===== config.mk =====
export PLATFORM = sky130hd
export DESIGN_NAME = softex_row_masker
export DESIGN_NICKNAME = d
export VERILOG_FILES = /design/src/rtl/softex_pkg.sv /design/src/rtl/softex_row_masker_lane_mask.sv /design/src/rtl/softex_row_masker.sv
export SDC_FILE = /design/constraint.sdc
export NUM_CORES = 1
export LEC_CHECK = 0
export ABC_CLOCK_PERIOD_IN_PS = 5400
export BUFFER_PORTS_ARGS = -buffer_cell sky130_fd_sc_hd__buf_2
export CAP_MARGIN = 30
export CORE_MARGIN = 2
export CORE_UTILIZATION = 40
export DETAILED_ROUTE_END_ITERATION = 7
export PLACE_DENSITY = 0.78
export SLEW_MARGIN = 5
export SYNTH_ARGS = -nofsm -noshare
export SYNTH_HDL_FRONTEND = slang
export SYNTH_SLANG_ARGS = --single-unit

===== constraint.sdc =====
create_clock -name clk_i -period 5.4 [get_ports clk_i]
set_clock_uncertainty 0.2 [all_clocks]
set_input_delay 1.08 -clock clk_i [delete_from_list [all_inputs] [get_ports clk_i]]
set_output_delay 1.08 -clock clk_i [all_outputs]
set_load 0.005 [all_outputs]

===== src/rtl/softex_pkg.sv =====
// softex_pkg: shared types and FP-format helpers for the softex row masker.
package softex_pkg;
  typedef enum logic [2:0] {
    FP32    = 3'd0,
    FP64    = 3'd1,
    FP16    = 3'd2,
    FP8     = 3'd3,
    FP16ALT = 3'd4
  } fp_format_e;

  localparam fp_format_e FPFORMAT_IN = FP16;
  localparam int ROW_CNT_W = 16;

  typedef struct packed {
    logic [ROW_CNT_W-1:0] row_len;
    logic [ROW_CNT_W-1:0] n_rows;
  } row_masker_cfg_t;

  typedef enum logic [1:0] {
    IDLE  = 2'd0,
    RUN   = 2'd1,
    DRAIN = 2'd2,
    DONE  = 2'd3
  } row_masker_state_e;

  function automatic int fp_exp_bits(fp_format_e fmt);
    return fmt == FP64 ? 11 : (fmt == FP32 || fmt == FP16ALT) ? 8 : 5;
  endfunction

  function automatic int fp_man_bits(fp_format_e fmt);
    return fmt == FP64 ? 52 : fmt == FP32 ? 23 : fmt == FP16 ? 10 : fmt == FP16ALT ? 7 : 2;
  endfunction

  function automatic int fp_width(fp_format_e fmt);
    return 1 + fp_exp_bits(fmt) + fp_man_bits(fmt);
  endfunction

  // Sign plus all-ones exponent form one contiguous run of ones above a zero mantissa.
  function automatic logic [63:0] fp_neg_inf(fp_format_e fmt);
    return ((64'd1 << (fp_exp_bits(fmt) + 1)) - 64'd1) << fp_man_bits(fmt);
  endfunction
endpackage


===== src/rtl/softex_row_masker_lane_mask.sv =====
// softex_row_masker_lane_mask: tail count to lane mask, padding lanes replaced by -inf.
module softex_row_masker_lane_mask
  import softex_pkg::*;
#(
  parameter fp_format_e FPFORMAT   = FPFORMAT_IN,
  parameter int         VECT_WIDTH = 8,
  localparam int        ELEM_W     = fp_width(FPFORMAT),
  localparam int        TAIL_W     = $clog2(VECT_WIDTH + 1)
) (
  input  logic                         apply_i,
  input  logic [TAIL_W-1:0]            tail_i,
  input  logic [VECT_WIDTH*ELEM_W-1:0] data_i,
  output logic [VECT_WIDTH*ELEM_W-1:0] data_o,
  output logic [VECT_WIDTH-1:0]        mask_o
);
  localparam logic [ELEM_W-1:0] NEG_INF = ELEM_W'(fp_neg_inf(FPFORMAT));

  for (genvar l = 0; l < VECT_WIDTH; l++) begin : g_lane
    assign mask_o[l] = !apply_i || tail_i == '0 || TAIL_W'(l) < tail_i;
    assign data_o[l*ELEM_W +: ELEM_W] = mask_o[l] ? data_i[l*ELEM_W +: ELEM_W] : NEG_INF;
  end
endmodule


===== src/rtl/softex_row_masker.sv =====
// softex_row_masker: splits the beat stream into rows, pads tail lanes with -inf, tags row/job ends; SOFTEX_ROW_MASKER_STATS_EN adds stall_cnt_o.
module softex_row_masker
  import softex_pkg::*;
#(
  parameter int         DATA_WIDTH = 128,
  parameter fp_format_e FPFORMAT   = FPFORMAT_IN,
  parameter int         CNT_W      = ROW_CNT_W,
  localparam int        ELEM_W     = fp_width(FPFORMAT),
  localparam int        VECT_WIDTH = DATA_WIDTH / ELEM_W
) (
  input  logic                  clk_i,
  input  logic                  rst_i,
  input  logic                  clear_i,
  input  logic                  start_i,
  input  logic [CNT_W-1:0]      row_len_i,
  input  logic [CNT_W-1:0]      n_rows_i,
  input  logic                  in_valid_i,
  output logic                  in_ready_o,
  input  logic [DATA_WIDTH-1:0] in_data_i,
  output logic                  out_valid_o,
  input  logic                  out_ready_i,
  output logic [DATA_WIDTH-1:0] out_data_o,
  output logic [VECT_WIDTH-1:0] out_mask_o,
  output logic                  out_row_last_o,
  output logic                  out_last_o,
`ifdef SOFTEX_ROW_MASKER_STATS_EN
  output logic [31:0]           stall_cnt_o,
`endif
  output logic                  busy_o,
  output logic                  done_o
);
  localparam int TAIL_W = $clog2(VECT_WIDTH + 1);
  localparam int CW1 = CNT_W + 1;

  if (DATA_WIDTH % ELEM_W != 0) begin : g_dw_chk
    $error("DATA_WIDTH must be a multiple of the element width");
  end
  if (CNT_W != ROW_CNT_W) begin : g_cnt_chk
    $error("CNT_W must match the package row counter width");
  end

  row_masker_state_e state_q, state_d;
  row_masker_cfg_t cfg_q, cfg_d;
  logic [CNT_W-1:0] beat_cnt_q, beat_cnt_d, row_cnt_q, row_cnt_d, beats_per_row;
  logic [TAIL_W-1:0] tail;
  logic out_valid_q, out_valid_d, out_row_last_q, out_row_last_d, out_last_q, out_last_d;
  logic [DATA_WIDTH-1:0] out_data_q, out_data_d, masked_data;
  logic [VECT_WIDTH-1:0] out_mask_q, out_mask_d, lane_mask;
  logic out_free, in_ready, in_hs, row_end, job_end, start_ok, cfg_empty;

  always_comb begin
    beats_per_row = CNT_W'((CW1'(cfg_q.row_len) + CW1'(VECT_WIDTH - 1)) / CW1'(VECT_WIDTH));
    tail = TAIL_W'(cfg_q.row_len % CNT_W'(VECT_WIDTH));
    out_free = !out_valid_q || out_ready_i;
    in_ready = state_q == RUN && out_free;
    in_hs = in_valid_i && in_ready;
    row_end = beat_cnt_q == beats_per_row - CNT_W'(1);
    job_end = row_end && row_cnt_q == cfg_q.n_rows - CNT_W'(1);
    start_ok = state_q == IDLE && start_i;
    cfg_empty = row_len_i == '0 || n_rows_i == '0;
  end

  softex_row_masker_lane_mask #(
    .FPFORMAT  (FPFORMAT),
    .VECT_WIDTH(VECT_WIDTH)
  ) u_lane_mask (
    .apply_i(row_end),
    .tail_i (tail),
    .data_i (in_data_i),
    .data_o (masked_data),
    .mask_o (lane_mask)
  );

  always_comb begin
    state_d = state_q;
    case (state_q)
      IDLE:    state_d = start_i ? (cfg_empty ? DONE : RUN) : IDLE;
      RUN:     state_d = in_hs && job_end ? DRAIN : RUN;
      DRAIN:   state_d = out_free ? DONE : DRAIN;
      default: state_d = IDLE;
    endcase
  end

  always_comb begin
    cfg_d = start_ok ? row_masker_cfg_t'{row_len: row_len_i, n_rows: n_rows_i} : cfg_q;
    beat_cnt_d = start_ok ? '0 : in_hs ? (row_end ? '0 : beat_cnt_q + CNT_W'(1)) : beat_cnt_q;
    row_cnt_d = start_ok ? '0 : (in_hs && row_end) ? row_cnt_q + CNT_W'(1) : row_cnt_q;
    out_valid_d = in_hs || (out_valid_q && !out_ready_i);
    out_data_d = in_hs ? masked_data : out_data_q;
    out_mask_d = in_hs ? lane_mask : out_mask_q;
    out_row_last_d = in_hs ? row_end : out_row_last_q;
    out_last_d = in_hs ? job_end : out_last_q;
  end

  always_ff @(posedge clk_i) begin
    if (rst_i || clear_i) begin
      state_q        <= IDLE;
      cfg_q          <= '0;
      beat_cnt_q     <= '0;
      row_cnt_q      <= '0;
      out_valid_q    <= 1'b0;
      out_data_q     <= '0;
      out_mask_q     <= '0;
      out_row_last_q <= 1'b0;
      out_last_q     <= 1'b0;
    end else begin
      state_q        <= state_d;
      cfg_q          <= cfg_d;
      beat_cnt_q     <= beat_cnt_d;
      row_cnt_q      <= row_cnt_d;
      out_valid_q    <= out_valid_d;
      out_data_q     <= out_data_d;
      out_mask_q     <= out_mask_d;
      out_row_last_q <= out_row_last_d;
      out_last_q     <= out_last_d;
    end
  end

`ifdef SOFTEX_ROW_MASKER_STATS_EN
  logic [31:0] stall_cnt_q, stall_cnt_d;

  always_comb begin
    stall_cnt_d = start_ok ? '0 : (out_valid_q && !out_ready_i && stall_cnt_q != '1) ? stall_cnt_q + 32'd1 : stall_cnt_q;
  end

  always_ff @(posedge clk_i) begin
    if (rst_i || clear_i) stall_cnt_q <= '0;
    else stall_cnt_q <= stall_cnt_d;
  end

  assign stall_cnt_o = stall_cnt_q;
`endif

  always_comb begin
    in_ready_o = in_ready;
    out_valid_o = out_valid_q;
    out_data_o = out_data_q;
    out_mask_o = out_mask_q;
    out_row_last_o = out_row_last_q;
    out_last_o = out_last_q;
    busy_o = state_q != IDLE;
    done_o = state_q == DONE;
  end
endmodule


# Word-level counts from Yosys, hierarchy flattened
# Cells that the tools add are included.
dict set report op_classes {
  order_cmp 8
  add_sub_neg 5
  n_reduce_logical 29
  eq_ne 5
  muxes 14
}
# cell count
set ops {}
lappend ops {{two-way mux 16 bit} 9}
lappend ops {{adder 16 x 1 -> 16 bit (second input constant)} 2}
lappend ops {{== test 16 bit} 2}
lappend ops {{logical NOT 16 bit} 2}
lappend ops {{adder 16 x 3 -> 17 bit (second input constant)} 1}
lappend ops {{subtractor 16 x 1 -> 16 bit (second input constant)} 1}
lappend ops {{subtractor 14 x 1 -> 15 bit (second input constant)} 1}
lappend ops {{logical OR 1 bit} 13}
lappend ops {{< comparator 3 bit (first input constant)} 4}
lappend ops {{logical AND 1 bit} 7}
lappend ops {{< comparator 1 x 3 -> 1 bit (first input constant)} 2}
lappend ops {{< comparator 2 x 3 -> 1 bit (first input constant)} 2}
lappend ops {{two-way mux 2 bit} 3}
lappend ops {{one-hot mux 2 bit (3 select lines)} 1}
lappend ops {{== test 2 bit (second input constant)} 2}
lappend ops {{logical NOT 4 bit} 1}
lappend ops {{logical NOT 1 bit} 3}
lappend ops {{== test 2 x 1 -> 1 bit (second input constant)} 1}
lappend ops {{logical NOT 2 bit} 1}
lappend ops {{nonzero test 2 bit} 1}
lappend ops {{OR reduction 2 bit} 1}
lappend ops {{two-way mux 1 bit} 1}
dict set report word_totals {
  elab_cells 71
  in_bits 166
  reg_bits 205
}

# Logic depth before layout (Yosys ltp)
# Gate-level depths: netlist of run 1.
dict set report logic_depth {
  depth_word 7
  mapped_depth 15
  mapped_depth_nobuf 11
}

# Cells and area by module
# A second synthesis of run 1 with hierarchy kept.
dict set report unflattened {
  hier_cells 1402
  area_unflattened_um2 10603.9
}
# mod area_per_inst_um2 instances cells_each
set by_module_without_submodules {}
lappend by_module_without_submodules {softex_row_masker 9218.8 1 1194}
lappend by_module_without_submodules {softex_row_masker_lane_mask 1385.1 1 208}

# Worst setup path after synthesis of run 1
# Ideal clock, no wire load.
dict set report synth_timing {
  kind {flip-flop to flip-flop}
  from {reg cfg_q[16] (netlist name)}
  to {reg out_data_q[103] (netlist: out_data_o[103])}
  arrival_ns 3.681
  path_buffers 4
  required_time_ns 5.083
  synth_period_minus_slack_ns 3.998
  slack_ns 1.402
  stages_incl_launch_ff 16
  setup_time_ns 0.117
  cell_sequence {dfxtp_1 buf_6 or3_4 xnor2_1 ha_1 buf_2 or3b_2 nor3_1 a21oi_1 xnor2_1 nor4b_1 nand3_2 or4_1 buf_2 buf_6 a32o_1}
}
dict set report synth_between {
  elab_chain_cells 7
  word_cells_on_any_way 9
  cone_classes {add/sub (2); order compare (1); eq/ne (1); mux (1); reduce/logical (4)}
}
# item line_no
set synth_lines {}
lappend synth_lines {{start, declared} softex_row_masker.sv:43} ;# row_masker_cfg_t cfg_q, cfg_d;
lappend synth_lines {{start signal, assigned} softex_row_masker.sv:108} ;# cfg_q <= cfg_d;
lappend synth_lines {{adder 16 x 3 -> 17 bit} softex_row_masker.sv:52} ;# beats_per_row = CNT_W'((CW1'(cfg_q.row_len) + CW1'(VECT_WIDTH - 1)) / CW1'(VECT_WIDTH));
lappend synth_lines {{subtractor 14 x 1 -> 15 bit} softex_row_masker.sv:57} ;# row_end = beat_cnt_q == beats_per_row - CNT_W'(1);
lappend synth_lines {{== test 16 bit} softex_row_masker.sv:57}
lappend synth_lines {{logical NOT 1 bit} softex_row_masker_lane_mask.sv:19} ;# assign mask_o[l] = !apply_i || tail_i == '0 || TAIL_W'(l) < tail_i;
lappend synth_lines {{logical OR 1 bit} softex_row_masker_lane_mask.sv:19}
lappend synth_lines {{logical OR 1 bit (*)} softex_row_masker_lane_mask.sv:19}
lappend synth_lines {{two-way mux 16 bit (*)} softex_row_masker_lane_mask.sv:20} ;# assign data_o[l*ELEM_W +: ELEM_W] = mask_o[l] ? data_i[l*ELEM_W +: ELEM_W] : NEG_INF;
lappend synth_lines {{end signal, assigned} softex_row_masker.sv:112} ;# out_data_q <= out_data_d;
lappend synth_lines {{end, declared} softex_row_masker.sv:47} ;# logic [DATA_WIDTH-1:0] out_data_q, out_data_d, masked_data;
# Mark *: on every way between the ends. The rest lies on a longest branch, timed or not.
# A chain may end at the register's enable or synchronous reset.

# Worst setup path in the final report of run 1
dict set report layout_timing {
  from {reg cfg_q[16] (netlist name)}
  to {reg beat_cnt_q[3]}
}
dict set report layout_between {
  elab_chain_cells 4
}
# item line_no
set layout_lines {}
lappend layout_lines {{adder 16 x 3 -> 17 bit} softex_row_masker.sv:52}
lappend layout_lines {{subtractor 14 x 1 -> 15 bit} softex_row_masker.sv:57}
lappend layout_lines {{== test 16 bit} softex_row_masker.sv:57}
lappend layout_lines {{two-way mux 16 bit} softex_row_masker.sv:86} ;# beat_cnt_d = start_ok ? '0 : in_hs ? (row_end ? '0 : beat_cnt_q + CNT_W'(1)) : beat_cnt_q;
lappend layout_lines {{end signal, assigned} softex_row_masker.sv:109} ;# beat_cnt_q <= beat_cnt_d;
lappend layout_lines {{end, declared} softex_row_masker.sv:44} ;# logic [CNT_W-1:0] beat_cnt_q, beat_cnt_d, row_cnt_q, row_cnt_d, beats_per_row;
# No other way between the ends.

==> results.yml, run 1 <==
setup_path:
  cp.required_ps: 5560
  r2r_start: "cfg_q[16]"
  crit_type: "reg2reg"
  reg2regPathDepth: 12
  startpoint_type: "flop"
  timing.rr.end: "beat_cnt_q[3]"
  ff2ff_setup_slack_ps: 830
  crit_arrival_ps: 4730
  crit_path_max_fanout: 32
  worstSetupEndpointType: "flop"
timing:
  final_hold_viol_count: 0
  finalSetupViolCount: 0
  rsz0062_at_grt: "no"
  slew_headroom_pct: 33.1
  fmax_ghz: 0.219
  tightest_slew_ps: 997
  min_period_over_period_pct: 84.6
  fin_crit_ps: 4570
  finalSetupTns_ps: 0
  drv_slew: 0
synthesis:
  syn_inst: 1029
  syn_area_mm2: 0.00896
  async_reset_ff_share_pct: 0
  yosys.area.top_type: "dfxtp_1"
  synth_cell_types: 65
  synth-edff-count: 0
  synthTopCellsByArea: "dfxtp_1 46%, a32o_1 7.8%, a21oi_1 6.6%"
  synth_ff_type: "dfxtp_1"
  ys_ff_latch: 205
  synth-seq-area-share_pct: 45.8
  postSynthAreaPerCell_um2: 8.71
  synth_top_area_share_pct: 45.8
  synth_nets: 1199
  ys_warn_count: 0
place:
  hpwl_mm: 20.0
  gp_congestion: 0.924
  io_buffer_count: 307
clock_network:
  postCtsSetupRepairBufs: 0
  insertion_delay_ps: 520
  cts_tree: "built"
  cts.clk_slew.worst_paths_ps: 60
  clkSinkCount: 205
  ctsHoldBuffers: 0
  cts-buffers-inserted: 23
  cts_max_level: 1
  root_buffer: "clkbuf_16"
  cts-resized-gates: 0
  clockBufferDepth: 3
detailed_routing:
  wl_per_cell_um: 17.7
  drc_errors: 0
  via_per_inst: 5.61
  drtIter0Drc: 717
  routed_wl_mm: 28.0
  drtPass1Iterations: 5
  num_vias: 8863
  ant_nets: 0
min_path:
  hp-start: "out_data_o[0]"
  min_path_type: "reg2reg"
  whs_endpoint: "out_data_o[0]"
  whs_path_depth: 2
floorplanning:
  core_area_mm2: 0.0219
  initial_core_util_pct: 40.9
  row_count: 54
  die_area_mm2: 0.0236
  num_io_pins: 308
  die_h_um: 154
  dieWidth_um: 154
flow_run:
  max_cap_viol_count: 0
final_layout:
  drive_gt1_share_pct: 29.3
  nets: 1453
  area_growth_pct: 27.8
pwr:
  p_per_area_mw_per_mm2: 312
  max-vdd-ir-drop_mv: 0.203
  fin_total_pwr_uw: 3570
  p_leak_uw: 0.00490
grt:
  grt_max_degree: 76
  grt_pass1_vias: 8324
  grt_usage_pct: 22.5
  gr-total-overflow: 0
  grt_antenna_before_repair: 3
  grt_first_pass_wirelength_mm: 44.0
outcome:
  status: "finished, final reports clean"
-- cell families after synthesis --
family          synth area share (%)
simple gates                    20.4
flops                           45.8
mux                            0.796
buf+inv                         4.84
xor+xnor                        6.07
compound gates                  21.5
fa+ha+maj                      0.558
-- sequential cells by signal (all words and copies together), names as in the netlist --
register and flops:
out_data_o 128, cfg_q 32, beat_cnt_q 16, row_cnt_q 16, out_mask_o 8, state_q 2, out_last_o 1, out_row_last_o 1
out_valid_o 1
-- per-layer routing --
layer	global-route usage [%]	vias to the layer above	wire length, um
li1	-	4268	-
met4	7.69	2	933
met3	4.48	67	2110
met1	28.2	4151	11400
met5	0	-	7
met2	38.6	375	13600
-- critical path: stages (launching register included) --
cell and delay [ps]:
dfxtp_1 400, or3_4 460, xnor2_1 220, ha_1 360
or3b_2 500, nor3_1 190, a21oi_1 120, xnor2_1 160
nor4b_1 410, nand3_2 180, buf_4 270, o21ai_1 820
nor2_1 120
-- synthesized netlist by cell type, types with 13 or more instances --
| master | number |
|---|---|
| a21oi_1 | 118 |
| a32o_1 | 70 |
| and3_1 | 13 |
| buf_2 | 15 |
| clkbuf_1 | 68 |
| dfxtp_1 | 205 |
| nand2_1 | 120 |
| nand3_1 | 23 |
| nand4_1 | 18 |
| nor2_1 | 83 |
| nor3_1 | 14 |
| nor4_1 | 18 |
| o21ai_0 | 50 |
| o31ai_1 | 17 |
| or4_1 | 20 |
| xnor2_1 | 31 |
| xor2_1 | 26 |
-- where the power goes --
group | total, uW | switching [uW] | internal [uW]
clock network | 1720 | 642 | 1080
registers | 1550 | 22.3 | 1530
logic | 298 | 163 | 135
-- layout make-up --
cell class	count	area [um2]
clock inverter	9	163
timing repair buffer	323	1660
clock buffer	33	683
multi-input combinational	720	4450
fill	2041	10400
tap	280	350
sequential	205	4100
inverter	10	37.5
antenna	1	2.50
-- worst max path at each step --
stage	start	endpoint	depth (start not counted)
after floorplan	cfg_q[16]	out_data_o[103]	15
final	cfg_q[16]	beat_cnt_q[3]	12
after global placement	cfg_q[16]	beat_cnt_q[10]	12
after CTS	cfg_q[16]	out_data_o[54]	11
after global routing	cfg_q[16]	beat_cnt_q[5]	12
after detailed placement	cfg_q[16]	beat_cnt_q[0]	12
-- stage by stage --
stage | instance area (um2) | worst slack, ps | utilization, % | hold WS [ps] | std cells
global placement | 10600 | 1080 | 48.4 | 239 | 1537
detailed placement | 10600 | 916 | 48.5 | 246 | 1538
global route | 11500 | 495 | 52.3 | 271 | 1581
finish | 11500 | 834 | 52.3 | 256 | 1581
floorplan | 8960 | 1400 | - | 248 | 1029
CTS | 11500 | 906 | 52.3 | 256 | 1580
-- layout by cell type, fill, tap and decap left out, drive strengths merged, types with 2 or more instances in the layout --
cell    netlist  final
a22o          5      5
xnor2        31     31
nor3b         4      4
o311ai        2      2
a32o         70     70
or3b          3      3
and3         13     13
a31oi         3      3
or3           7      7
o21ai        51     51
o221ai        2      2
clkinv        0      3
or4          20     20
nand2b        5      5
inv          10     11
nor2b         6      6
nand4b        3      3
o31ai        17     17
clkbuf       70     33
and2          7      7
nor3         16     16
o22ai         2      2
a21oi       118    118
and4b         2      2
nor4         18     18
mux2i         6      6
nand3b        5      5
xnor3         2      2
a211oi        3      3
ha            4      4
dfxtp       205    205
nor2         83     83
nand4        19     19
nand2       120    120
nand3        24     24
nor4b         3      3
xor2         26     26
bufinv        0      4
buf          24    323
or2           3      3
Note: power is estimated with default switching activity, not from simulation.
==> inputs of run 2 (changes only) <==
--- a/config.mk
+++ b/config.mk
@@ -5,13 +5,14 @@
 export SDC_FILE = /design/constraint.sdc
 export NUM_CORES = 1
 export LEC_CHECK = 0
-export ABC_CLOCK_PERIOD_IN_PS = 5400
+export ABC_AREA = 1
+export ABC_CLOCK_PERIOD_IN_PS = 4100
 export BUFFER_PORTS_ARGS = -buffer_cell sky130_fd_sc_hd__buf_2
 export CAP_MARGIN = 30
 export CORE_MARGIN = 2
 export CORE_UTILIZATION = 40
 export DETAILED_ROUTE_END_ITERATION = 7
-export PLACE_DENSITY = 0.78
+export PLACE_DENSITY = 0.79
 export SLEW_MARGIN = 5
 export SYNTH_ARGS = -nofsm -noshare
 export SYNTH_HDL_FRONTEND = slang
==> constraint.sdc (replaced) <==
create_clock -name clk_i -period 4.1 [get_ports clk_i]
set_clock_uncertainty 0.2 [all_clocks]
set_input_delay 0.82 -clock clk_i [delete_from_list [all_inputs] [get_ports clk_i]]
set_output_delay 0.82 -clock clk_i [all_outputs]
set_load 0.005 [all_outputs]
==> results.yml, run 2 <==
outcome:
  status: "finished, final reports clean"
clock_network:
  insertion_delay_ps: 520
  ctsHoldBuffers: 0
  clkSinkCount: 205
  cts.clk_slew.worst_paths_ps: 60
  clockBufferDepth: 3
  cts_tree: "built"
  postCtsSetupRepairBufs: 0
  cts-resized-gates: 0
  root_buffer: "clkbuf_16"
  cts-buffers-inserted: 23
  cts_max_level: 1
synthesis:
  synth_ff_type: "dfxtp_1"
  synth-edff-count: 0
  synth-xor-area-share_pct: 3.83
  synth-adder-area-share_pct: 0.499
  yosysMostFrequentCell: "nand2_1"
  synth-seq-area-share_pct: 40.9
  ys_warn_count: 0
  synth_nets: 1521
  yosys.area_share.simple_pct: 31.1
  syn_inst: 1351
  ys_ff_latch: 205
  synth_cell_types: 48
  synthMuxAreaShare_pct: 0
  async_reset_ff_share_pct: 0
  yosys.area.top_type: "dfxtp_1"
  synth_compound_area_share_pct: 15.3
  postSynthAreaPerCell_um2: 7.43
  synthTopCellsByArea: "dfxtp_1 41%, nand2_1 11%, a21oi_1 7.0%"
  syn_area_mm2: 0.0100
  synth_top_family_by_area: "simple AND/OR/NAND/NOR gates"
  synth_top_area_share_pct: 40.9
  ys_top_cells_by_count: "284 x nand2_1, 205 x dfxtp_1, 140 x a21oi_1, 132 x inv_1, 90 x nand3_1"
detailed_routing:
  drc_errors: 0
  routed_wl_mm: 30.8
  ant_nets: 0
  drtIter0Drc: 672
  via_per_inst: 5.05
  drtPass1Iterations: 5
  num_vias: 9965
  wl_per_cell_um: 15.6
pwr:
  switching_share_pct: 25.8
  p_leak_uw: 0.00578
  comb_power_share_pct: 11.0
  seqPwrFrac_pct: 43.9
  intPower_uw: 3460
  p_per_area_mw_per_mm2: 370
  max-vdd-ir-drop_mv: 0.291
  switchingPower_uw: 1200
  p_clk_share_pct: 45.1
final_layout:
  nets: 1803
  largest_register_ffs: 128
  drive_gt1_share_pct: 28.8
  final_common_cell: "buf_2"
  fillers: 2351
  area_growth_pct: 25.6
  final_cell_mix: "307 x buf_2, 283 x nand2_1, 205 x dfxtp_1"
setup_path:
  worstSetupEndpointType: "flop"
  ff2ff_setup_slack_ps: 640
  crit_type: "reg2reg"
  cp.required_ps: 4350
  crit_arrival_ps: 3710
  crit_path_max_fanout: 20
  startpoint_type: "flop"
grt:
  grt_usage_pct: 22.5
  grt_first_pass_wirelength_mm: 48.4
  gr-total-overflow: 0
  grt_max_degree: 93
  grt_pass1_vias: 9806
  grt_antenna_before_repair: 1
place:
  io_buffer_count: 307
  gp_congestion: 0.882
  hpwl_mm: 22.9
floorplanning:
  initial_core_util_pct: 41.0
  num_io_pins: 308
  row_count: 57
  core_area_mm2: 0.0245
  dieWidth_um: 162
  die_area_mm2: 0.0264
  die_h_um: 162
timing:
  tightest_slew_ps: 976
  rsz0062_at_grt: "no"
  min_period_over_period_pct: 84.4
  drv_slew: 0
  fin_hold_ws_ps: 258
  finalSetupViolCount: 0
  final_hold_viol_count: 0
  slew_headroom_pct: 34.9
  finalSetupTns_ps: 0
  fin_crit_ps: 3460
  fmax_ghz: 0.289
flow_run:
  max_cap_viol_count: 0
min_path:
  min_path_type: "reg2reg"
-- run 2: critical path, stage by stage (launching register included) --
cell and delay [ps]:
dfxtp_1 380, nor2_4 180, nand2_4 240, nand2_4 170, nand2_1 70, nand2_2 80, ha_1 210, nand2_1 110
nor2_4 140, nand3_2 130, nor2_2 110, nand3_1 70, nand2_1 90, nand2_1 80, nor2_4 220, nand3_2 270
nand2_2 300, nand2_2 160, a21oi_1 170
-- run 2: area by class of cell --
| cell class | count | area, um2 | share of cell area [%] |
|---|---|---|---|
| multi-input combinational | 942 | 5110 | 40.5 |
| sequential | 205 | 4100 | 32.6 |
| timing repair buffer | 320 | 1680 | 13.3 |
| clock buffer | 32 | 649 | 5.15 |
| inverter | 141 | 534 | 4.24 |
| tap | 324 | 405 | 3.22 |
| clock inverter | 10 | 121 | 0.963 |
| antenna | 1 | 2.50 | 0.0199 |
-- run 2: cells by family (layout without fill, tap and decap cells) --
family,after synthesis,after routing
compound gates,279,279
simple gates,616,616
other cells,0,1
buf+inv,204,503
xor+xnor,43,43
flops,205,205
fa+ha+maj,4,4
-- run 2: power by group through the flow --
stage	combinational (uW)	sequential, uW	clock, uW
finish	514	2050	2100
global route	574	2050	2230
CTS	512	2050	2140
detailed placement	510	2090	0
global placement	499	2090	0
floorplan	333	2090	0
-- run 2: final timing paths --
check / from / end / depth (start not counted)
worst min-delay path: out_data_o[16] / out_data_o[16] / 2
worst max register to register: cfg_q[17] / out_data_o[106] / 18
worst max-delay path: cfg_q[17] / out_data_o[106] / 18
worst min register to register: out_data_o[16] / out_data_o[16] / 2
-- run 2: routing by layer --
metal  up-vias  wire length (um)  GRT usage (%)
met2       325             15200           40.1
met5         -                 0              0
met1      4601             12800           27.2
li1       4974                 -              -
met4         0              1010           7.80
met3        65              1770           4.20
-- run 2: per-stage QoR --
step / instances / power, uW / cell area, um2 / setup slack [ps] / utilization (%)
2_1_floorplan: 1351 / 2420 / 10000 / 1360 / -
3_3_place_gp: 1931 / 2590 / 11800 / 726 / 48.2
3_5_place_dp: 1932 / 2600 / 11800 / 642 / 48.4
4_1_cts: 1974 / 4700 / 12600 / 628 / 51.5
5_1_grt: 1975 / 4850 / 12600 / 320 / 51.5
6_report: 1975 / 4660 / 12600 / 639 / 51.5
